==> src/rtl/uart_rx_monitor.sv <==
// 8N1 serial receiver with a small valid/ready FIFO, sticky overflow flag and
// a debug copy of the last byte written to the FIFO.
module uart_rx_monitor #(
  parameter int CLKS_PER_BIT = 434,
  parameter int FIFO_DEPTH   = 4
) (
  input  logic                          clk,
  input  logic                          rst,
  input  logic                          rx,
  output logic [7:0]                    out_data,
  output logic                          out_valid,
  input  logic                          out_ready,
  output logic [$clog2(FIFO_DEPTH):0]   level,
  output logic                          framing_err,
  output logic                          overflow,
  input  logic                          clr_overflow,
  output logic [7:0]                    dbg_last
);

  localparam int CW = $clog2(CLKS_PER_BIT);
  localparam int AW = $clog2(FIFO_DEPTH);
  localparam int LW = AW + 1;
  localparam logic [CW-1:0] HALF_LOAD = CW'(CLKS_PER_BIT / 2 - 1);
  localparam logic [CW-1:0] FULL_LOAD = CW'(CLKS_PER_BIT - 1);
  localparam logic [LW-1:0] DEPTH_L   = LW'(FIFO_DEPTH);

  typedef enum logic [2:0] {S_IDLE, S_START, S_DATA, S_STOP, S_BREAK} state_t;

  logic          rx_m, rx_s;
  state_t        state, state_n;
  logic [CW-1:0] cnt, cnt_n;
  logic [2:0]    idx, idx_n;
  logic [7:0]    shreg, shreg_n;
  logic          push, ferr;
  logic          expired;

  logic [7:0]    mem [FIFO_DEPTH];
  logic [AW-1:0] wr_ptr, rd_ptr;
  logic [LW-1:0] level_n;
  logic          pop, full, push_ok;

  always_ff @(posedge clk or posedge rst) begin
    if (rst) begin
      rx_m <= 1'b1;
      rx_s <= 1'b1;
    end else begin
      rx_m <= rx;
      rx_s <= rx_m;
    end
  end

  always_ff @(posedge clk or posedge rst) begin
    if (rst) begin
      state       <= S_IDLE;
      cnt         <= '0;
      idx         <= 3'd0;
      shreg       <= 8'h00;
      framing_err <= 1'b0;
    end else begin
      state       <= state_n;
      cnt         <= cnt_n;
      idx         <= idx_n;
      shreg       <= shreg_n;
      framing_err <= ferr;
    end
  end

  assign expired = (cnt == '0);

  always_comb begin
    state_n = state;
    cnt_n   = cnt;
    idx_n   = idx;
    shreg_n = shreg;
    push    = 1'b0;
    ferr    = 1'b0;
    case (state)
      S_IDLE: begin
        if (!rx_s) begin
          cnt_n   = HALF_LOAD;
          state_n = S_START;
        end else begin
          state_n = S_IDLE;
        end
      end
      S_START: begin
        if (expired) begin
          if (rx_s) begin
            state_n = S_IDLE;
          end else begin
            cnt_n   = FULL_LOAD;
            idx_n   = 3'd0;
            state_n = S_DATA;
          end
        end else begin
          cnt_n = cnt - CW'(1);
        end
      end
      S_DATA: begin
        if (expired) begin
          // LSB arrives first, so shifting right leaves bit 0 in place after 8 bits
          shreg_n = {rx_s, shreg[7:1]};
          cnt_n   = FULL_LOAD;
          idx_n   = idx + 3'd1;
          if (idx == 3'd7) begin
            state_n = S_STOP;
          end else begin
            state_n = S_DATA;
          end
        end else begin
          cnt_n = cnt - CW'(1);
        end
      end
      S_STOP: begin
        if (expired) begin
          if (rx_s) begin
            push    = 1'b1;
            state_n = S_IDLE;
          end else begin
            ferr    = 1'b1;
            state_n = S_BREAK;
          end
        end else begin
          cnt_n = cnt - CW'(1);
        end
      end
      S_BREAK: begin
        // A held-low line must rise before another start edge is accepted
        if (rx_s) begin
          state_n = S_IDLE;
        end else begin
          state_n = S_BREAK;
        end
      end
      default: begin
        state_n = S_IDLE;
      end
    endcase
  end

  assign pop      = out_valid && out_ready;
  assign full     = (level == DEPTH_L);
  assign push_ok  = push && (!full || pop);
  assign out_data = mem[rd_ptr];

  always_comb begin
    case ({push_ok, pop})
      2'b10:   level_n = level + LW'(1);
      2'b01:   level_n = level - LW'(1);
      default: level_n = level;
    endcase
  end

  always_ff @(posedge clk or posedge rst) begin
    if (rst) begin
      for (int i = 0; i < FIFO_DEPTH; i++) begin
        mem[i] <= 8'h00;
      end
      wr_ptr    <= '0;
      rd_ptr    <= '0;
      level     <= '0;
      out_valid <= 1'b0;
      dbg_last  <= 8'h00;
      overflow  <= 1'b0;
    end else begin
      if (push_ok) begin
        mem[wr_ptr] <= shreg;
        wr_ptr      <= wr_ptr + AW'(1);
        dbg_last    <= shreg;
      end
      if (pop) begin
        rd_ptr <= rd_ptr + AW'(1);
      end
      level     <= level_n;
      out_valid <= (level_n != '0);
      if (push && full && !pop) begin
        overflow <= 1'b1;
      end else if (clr_overflow) begin
        overflow <= 1'b0;
      end
    end
  end

endmodule

==> config.mk <==
export PLATFORM = sky130hd
export DESIGN_NAME = uart_rx_monitor
export DESIGN_NICKNAME = d
export VERILOG_FILES = /design/src/rtl/uart_rx_monitor.sv
export SDC_FILE = /design/constraint.sdc
export NUM_CORES = 1
export LEC_CHECK = 0
export ABC_CLOCK_PERIOD_IN_PS = 3500
export BUFFER_PORTS_ARGS = -buffer_cell sky130_fd_sc_hd__buf_2
export CORE_UTILIZATION = 45
export DETAILED_ROUTE_END_ITERATION = 16
export PLACE_DENSITY_LB_ADDON = 0.3
export SLEW_MARGIN = 20
export SYNTH_ARGS = -nofsm -noshare
export SYNTH_HDL_FRONTEND = slang
export SYNTH_SLANG_ARGS = --single-unit
==> constraint.sdc <==
create_clock -name clk -period 3.5 [get_ports clk]
set_input_delay 0.7 -clock clk [delete_from_list [all_inputs] [get_ports clk]]
set_output_delay 0.7 -clock clk [all_outputs]
set_load 0.02 [all_outputs]
==> metrics <==
met1 wire length 3.25 mm; area delta synth->final 10.7%; CTS clk-pin slew, worst paths 90 ps; Avg Cell Area, Syn 12.9 um^2; Worst slew margin 45.3%; unrepaired setup endpoints after global routing no; Final Skew 13.4 ps; Setup TNS Final 0 ps; Yosys cell types 61; largest area contributor in the netlist dfrtp_1; worst hold path class register to register; Resize count post-CTS 0; Worst-Skew Late Latency 350 ps; Final Hold Vio Count 0; fin. max-slew vios 0; Worst VDD drop 220 uV; WL per Instance 16.8 um; largest buffer count on any clock path 2; final RePlAce weighted congestion 0.859; cts hold-fix bufs 0; DRT Pass-1 Iters 4; Final nets 334; HPWL after DPL 4.87 mm; Cells after Synth 293; H-tree depth 3; Pwr Density 452 nW/um^2; CTS Buf Count 9; largest net degree at the start of global routing 32; EDFF count, synth 0; vias 2457; Yosys top cell area share 48.3%; CTS Root Buffer Type clkbuf_8; first-pass GRT wire length 12.3 mm; die area 8780 um^2; Die Ht 93.7 um; grt total ovfl 0; diode count 0; final antenna-violating net count 0; Routed WL 7.22 mm; I/O pins 27; status complete, no violations; endpoints failing setup 0; min Tclk post-route 2810 ps; drt drc 0; Clock Sink Count 75; Worst Setup Start Kind register; CTS tree built; Tcrit/Tclk final 80.4%; met2 WL post-DR 3.58 mm; sequential area share after synthesis 49.7%; Rows 33; initial DRC count 131; initial antenna violation count 0; post-CTS setup buffers 0; Slew @ Worst Pin 809 ps; PortBufs 26; Starting Density 46.3%; worst endpoint required time 3730 ps; top_reg_cell synth dfrtp_1; yosys warns 0; final instance area 4190 um^2; ys async rst share 100%; Worst Path Arrival 3040 ps; syn nets 307; Synth area leaders dfrtp_1, mux2_2, mux2_4; Core Area 8180 um^2; width of the die 93.7 um; mapped cell area 3780 um^2; worst-path maximum fanout 6; FMAX 356 MHz; dpl cell area 4000 um^2; commonest non-fill, non-tap cell in the layout dfrtp_1; most frequent cells in the layout dfrtp_1, mux2_2, buf_2; drt via density 5.71; vias in the first global route 2445; Global Route Usage Sum 18.4%; max-capacitance violation count 0; top layer reached by signal wires met4; CP Capture Type register; layout cell share with drive strength beyond 1 36.0%; Seq cells post-synth 75; P_leak 1.97 nW; CP Class register to register; WL met3 262 um
==> state kept, by name (all words and copies together) (netlist names) <==
signal       cells
rd_ptr           2
wr_ptr           2
shreg            8
level            3
dbg_last         8
mem             32
state            3
overflow         1
rx_s             1
cnt              9
framing_err      1
idx              3
rx_m             1
out_valid        1
==> final timing paths <==
kind,startpoint,endpoint,slack (ps),cells past startpoint
worst min register to register,rx_m$_DFF_PP1_,rx_s$_DFF_PP1_,370,0
worst max register to register,cnt[0]$_DFFE_PP0P_,out_valid$_DFF_PP0_,690,10
worst min-delay path,rx_m$_DFF_PP1_,rx_s$_DFF_PP1_,370,0
worst max-delay path,cnt[0]$_DFFE_PP0P_,out_valid$_DFF_PP0_,690,10
max in group asynchronous,rst,state[0]$_DFFE_PP0P_,2290,3
min in group asynchronous,rst,mem[4]$_DFFE_PP0P_,430,2
==> metrics by stage <==
step	power, mW	hold slack, ps	worst slack [ps]	utilization [%]	instances
2_1_floorplan	1.21	345	585	-	293
3_3_place_gp	1.27	350	800	49.0	414
3_5_place_dp	1.28	347	716	49.0	414
4_1_cts	1.92	363	690	51.3	430
5_1_grt	2.00	367	522	51.3	430
6_report	1.89	366	688	51.3	430
==> where the power goes <==
| group | internal (mW) | switching (mW) | total, mW |
|---|---|---|---|
| clock | 0.273 | 0.361 | 0.635 |
| combinational | 0.131 | 0.129 | 0.260 |
| sequential | 0.900 | 0.0978 | 0.998 |
| total | 1.30 | 0.588 | 1.89 |
==> cell usage after synthesis (2+ instances only) <==
cell,count
a211o_1,2
a211oi_1,3
a21o_1,3
a21oi_1,11
a31oi_1,3
buf_6,2
clkbuf_1,10
dfrtp_1,73
dfstp_2,2
ha_1,8
inv_1,11
mux2_2,34
mux2_4,16
mux2i_1,4
mux4_2,8
nand2_1,8
nand3_1,3
nand3_2,3
nand3_4,2
nor2_1,15
nor2b_1,5
nor3_1,10
nor4b_1,4
o21a_1,2
o21ai_0,7
o22ai_1,3
or3_1,2
or4_1,2
xnor2_1,5
==> layout make-up <==
class / instances / area, um^2
inverter: 11 / 41.3
clock buffer: 9 / 124
tap: 105 / 131
clock inverter: 7 / 62.6
fill: 709 / 3990
timing repair buffer: 29 / 153
sequential: 75 / 1880
multi-input combinational: 194 / 1800
==> metal layers <==
| metal | GRT usage, % | vias up |
|---|---|---|
| li1 | - | 1141 |
| met1 | 24.4 | 1257 |
| met5 | 0 | - |
| met3 | 4.94 | 9 |
| met2 | 28.9 | 50 |
| met4 | 7.18 | 0 |
==> worst max-delay path: stages, from the launching register on <==
cell	delay, ps
dfrtp_1	400
inv_1	130
ha_1	220
or4b_4	500
nor4_4	280
nor2_1	80
fa_1	480
xor2_1	210
nand2b_1	160
mux2i_1	130
a22oi_1	100
==> kinds of logic after synthesis <==
logic type | synth area share, %
adders and majority gates | 3.17
AOI/OAI and AO/OA | 8.93
xor gates and xnor gates | 1.39
muxes | 22.3
buffers and inverters | 2.78
DFF | 49.7
and+or+nand+nor | 11.8
Power figures use the tool's default switching activity.
